[config.mk]
export PLATFORM = sky130hd
export DESIGN_NAME = aes_core_scheduler
export DESIGN_NICKNAME = d
export VERILOG_FILES = /design/src/rtl/aes_sched_pkg.sv /design/src/rtl/aes_tag_pipe.sv /design/src/rtl/aes_core_scheduler.sv
export SDC_FILE = /design/constraint.sdc
export NUM_CORES = 1
export LEC_CHECK = 0
export ABC_AREA = 1
export CAP_MARGIN = 10
export CORE_AREA = 2 2 403 405
export CTS_BUF_LIST = sky130_fd_sc_hd__clkbuf_4 sky130_fd_sc_hd__clkbuf_8
export CTS_CLUSTER_SIZE = 12
export DETAILED_ROUTE_END_ITERATION = 10
export DIE_AREA = 0 0 405 407
export GPL_ROUTABILITY_DRIVEN = 0
export PLACE_DENSITY = 0.33
export SLEW_MARGIN = 0
export SYNTH_ARGS = -nofsm -noshare
export SYNTH_HDL_FRONTEND = slang
export SYNTH_SLANG_ARGS = --single-unit
[constraint.sdc]
create_clock -name clk -period 2.7 [get_ports clk]
set_input_delay 0.54 -clock clk [delete_from_list [all_inputs] [get_ports clk]]
set_output_delay 0.54 -clock clk [all_outputs]
set_load 0.01 [all_outputs]
[src/rtl/aes_sched_pkg.sv]
// aes_sched_pkg: shared widths and tag type for the AES core scheduler
package aes_sched_pkg;
  localparam int AES_W = 128;
  localparam int NREQ_DFLT = 2;
  localparam int ID_W = $clog2(NREQ_DFLT);
  typedef logic [AES_W-1:0] aes_blk_t;
  typedef struct packed {
    logic            valid;
    logic [ID_W-1:0] id;
  } tag_t;
endpackage

[src/rtl/aes_tag_pipe.sv]
// aes_tag_pipe: free-running shift register carrying request tags alongside the AES core
module aes_tag_pipe
  import aes_sched_pkg::*;
#(
  parameter int DEPTH = 22
) (
  input  logic clk,
  input  logic rst,
  input  tag_t d,
  output tag_t q
);
  tag_t [DEPTH-1:0] pipe;
  // Shift every cycle; clearing drops every tag in flight
  always_ff @(posedge clk)
    if (!rst) pipe <= '0;
    else pipe <= {pipe[DEPTH-2:0], d};
  assign q = pipe[DEPTH-1];
endmodule

[src/rtl/aes_core_scheduler.sv]
// aes_core_scheduler: round-robin sharing of one pipelined AES-128 core among NREQ requesters
module aes_core_scheduler
  import aes_sched_pkg::*;
#(
  parameter int NREQ = NREQ_DFLT,
  parameter int CORE_LAT = 21,
  parameter int MAX_INFLIGHT = 22
) (
  input  logic                                 clk,
  input  logic                                 rst,
  input  logic [NREQ-1:0]                      req_valid,
  output logic [NREQ-1:0]                      req_ready,
  input  logic [NREQ*AES_W-1:0]                req_key,
  input  logic [NREQ*AES_W-1:0]                req_state,
  output logic [AES_W-1:0]                     core_key,
  output logic [AES_W-1:0]                     core_state,
  input  logic [AES_W-1:0]                     core_out,
  output logic [NREQ-1:0]                      resp_valid,
  output logic [AES_W-1:0]                     resp_data,
  output logic [$clog2(MAX_INFLIGHT+1)-1:0]    inflight,
  output logic                                 busy
);
  localparam int CW = $clog2(MAX_INFLIGHT+1);
  logic [ID_W-1:0] ptr, win;
  logic found, hs;
  tag_t issue_tag, tail;
  // Round-robin search starting at ptr; first valid requester wins
  always_comb begin
    found = 1'b0;
    win = ptr;
    for (int k = 0; k < NREQ; k++)
      if (!found && req_valid[(int'(ptr) + k) % NREQ]) begin
        found = 1'b1;
        win = ID_W'((int'(ptr) + k) % NREQ);
      end
  end
  assign hs = found && rst && inflight != CW'(MAX_INFLIGHT);
  assign req_ready = hs ? NREQ'(1) << win : '0;
  assign resp_valid = tail.valid ? NREQ'(1) << tail.id : '0;
  assign resp_data = core_out;
  assign busy = inflight != '0;
  // Register the winning job into the core; its tag enters the pipe as the core samples it
  always_ff @(posedge clk)
    if (!rst) begin
      ptr <= '0;
      core_key <= '0;
      core_state <= '0;
      issue_tag <= '0;
      inflight <= '0;
    end else begin
      issue_tag <= '{valid: hs, id: win};
      inflight <= inflight + CW'(hs) - CW'(tail.valid);
      if (hs) begin
        ptr <= (int'(win) == NREQ-1) ? '0 : win + 1'b1;
        core_key <= req_key[AES_W*win +: AES_W];
        core_state <= req_state[AES_W*win +: AES_W];
      end
    end
  aes_tag_pipe #(.DEPTH(CORE_LAT+1)) u_pipe (
    .clk(clk),
    .rst(rst),
    .d(issue_tag),
    .q(tail)
  );
endmodule

==> flow_summary.json, run 1 <==
{
  "critical-path-max-stage-delay_ns": 0.71,
  "status": "completed",
  "vias": 16900,
  "drt_iter0_drc": 793,
  "antenna_left": 0,
  "synth_cell_types": 20,
  "antenna_found_initial": 14,
  "synth_area_mm2": 0.0151,
  "start_kind": "register",
  "track_usage": 0.111,
  "stdcell_count": 5149,
  "layout_min_cycle_time_ns": 2.47,
  "yosysTopAreaCell": "dfxtp_1",
  "start_util": 0.0944,
  "dp_cells": 5024,
  "required_ns": 2.16,
  "critPathMaxFanout": 2,
  "postSynthCellCount": 2297,
  "syn_nets": 2948,
  "drt-total-wl_um": 96100,
  "fp.dieH_um": 407,
  "setup_ws_ns": 0.227,
  "detail_route.drc_violations": 0,
  "core_mm2": 0.160,
  "finalCritPeriodShare": 0.916,
  "grt_max_degree": 155,
  "dp.final_hpwl_um": 73800,
  "cts_tree": "done",
  "syn_area_per_cell_um2": 6.59,
  "max_freq_mhz": 404,
  "area_growth_syn_to_layout_pct": 74.5,
  "rows": 147,
  "synth.area.top_cells": "dfxtp_1 41%, nand2_1 27%, a21oi_1 8.5%",
  "pwr_density_cell_mw_per_mm2": 548,
  "crit_arrival_ns": 1.93,
  "maxCapViolCount": 0,
  "wl_per_cell_um": 18.7,
  "drt_pass1_iterations": 5,
  "slew_violations": 0,
  "place_worst_setup_slack_ns": -0.0934,
  "maxSlewHeadroom": 0.365,
  "setup_viol": 0,
  "ir_worst_vdd_mv": 0.297,
  "end_kind": "output port",
  "num_io_pins": 1038,
  "cts.root.buffer_cell": "clkbuf_8",
  "cts_buffers": 72,
  "first_global_vias": 16900,
  "p_leak_nw": 10.7,
  "grt_first_pass_wirelength_um": 130000,
  "async_reset_ff_frac": 0,
  "hold_violations": 0,
  "grt_overflow_total": 0,
  "rsz0062_at_grt": "no",
  "synth_ff_type": "dfxtp_1",
  "synth_common_cells": "1083 x nand2_1, 308 x dfxtp_1, 258 x a21oi_1, 257 x nand3_1, 144 x buf_4",
  "slowest_stage": "clkdlybuf4s50_1",
  "synth.top_cell.area_share": 0.408,
  "clk_path_buf_depth": 3,
  "h-tree-depth": 3,
  "synth_warnings": 0,
  "avgViaCountPerCell": 3.28,
  "path_class": "reg2out",
  "path_cells": "clkdlybuf4s50_1",
  "synth_edf_count": 0,
  "clk_latency_ns": 0.76,
  "clock-sinks": 308,
  "nets": 3588,
  "ys_seq_area_frac": 0.408,
  "ys_ff_latch": 308,
  "io_buffers": 781,
  "crit_buf_inv": 1,
  "tightest_slew_ns": 0.952,
  "cts.clk_slew.worst_paths_ns": 0.06,
  "cp_top_family": "buffers and inverters",
  "die_x_um": 405,
  "clock_skew_ns": 0.0310,
  "drive_gt1_frac": 0.0753,
  "synth_most_common_cell": "nand2_1",
  "worstHoldPathType": "reg2reg",
  "die-area_mm2": 0.165
}
==> sequential cells by signal, summed over array words and instances, names as in the netlist <==
name and cells:
issue_tag 2, inflight 5, u_pipe.q 2, core_key 128, u_pipe.pipe 42, ptr 1
core_state 128
==> per-stage QoR <==
stage / power [W] / utilization / hold WS (ns) / instance area [um2] / TNS (ns)
detailed placement: 0.00861 / 0.155 / 0.397 / 24800 / -0.347
floorplan: 0.00659 / - / 0.390 / 15100 / 0
global route: 0.0154 / 0.165 / 0.354 / 26400 / 0
global placement: 0.00864 / 0.155 / 0.392 / 24800 / -0.396
finish: 0.0145 / 0.165 / 0.398 / 26400 / 0
CTS: 0.0150 / 0.165 / 0.275 / 26400 / 0
==> kinds of logic after synthesis <==
| kind of cell | synth area share |
|---|---|
| flops | 0.408 |
| simple gates | 0.360 |
| compound gates | 0.0861 |
| buf+inv | 0.140 |
| fa+ha+maj | 0.00629 |
| xor+xnor | 0.000579 |
==> layer usage <==
metal	routed length, um	GRT usage	up-vias
met5	236	0.0107	-
met4	2990	0.0446	8
met3	8370	0.0424	145
met2	47800	0.193	622
met1	36800	0.120	7720
li1	-	-	8414
==> final cells by class <==
class	count	area [um2]
flip-flops and latches	308	6170
multi-input cells	1626	6910
clock buffers	113	1410
repair buffers	868	8820
fillers	18300	134000
inverters	61	244
well taps	2160	2700
diodes	2	5.00
clock inverters	11	153
==> power by group <==
part | total [W] | switching, W | leakage [nW] | internal [W]
logic | 0.00345 | 0.00176 | 7.35 | 0.00169
clock network | 0.00604 | 0.00254 | 0.826 | 0.00350
registers | 0.00498 | 0.000152 | 2.52 | 0.00482
==> final timing paths <==
path	start	to	slack [ns]	depth (start not counted)
setup / recovery	core_key[108]	core_key[108]	0.23	1
hold / removal	u_pipe.pipe[25]	u_pipe.pipe[27]	0.40	2
setup reg to reg	inflight[3]	inflight[4]	0.36	17
hold reg to reg	u_pipe.pipe[25]	u_pipe.pipe[27]	0.40	2
==> repair_timing <==
| item | 4_1_cts | 5_1_grt |
|---|---|---|
| endpoints found under the setup margin | 4 | 0 |
| buffers inserted | 0 | 0 |
| hold buffers | 0 | 0 |
| resized for setup | 11 | 0 |
==> layout by cell type, fill, tap and decap left out, drive strengths merged, types with 15 or more instances in the layout <==
master         Yosys  layout
nand2           1086    1086
clkdlybuf4s50      0     776
dfxtp            308     308
a21oi            258     258
nand3            257     257
clkbuf            43     113
buf              259      90
inv               61      64
nor2              15      15
Power figures use the tool's default switching activity.
==> run 2: changes to the inputs <==
- ABC_CLOCK_PERIOD_IN_PS: not set -> 2700
==> results of run 2 <==
Same layout as run 1: the final DEF is identical, and so are final timing and power.
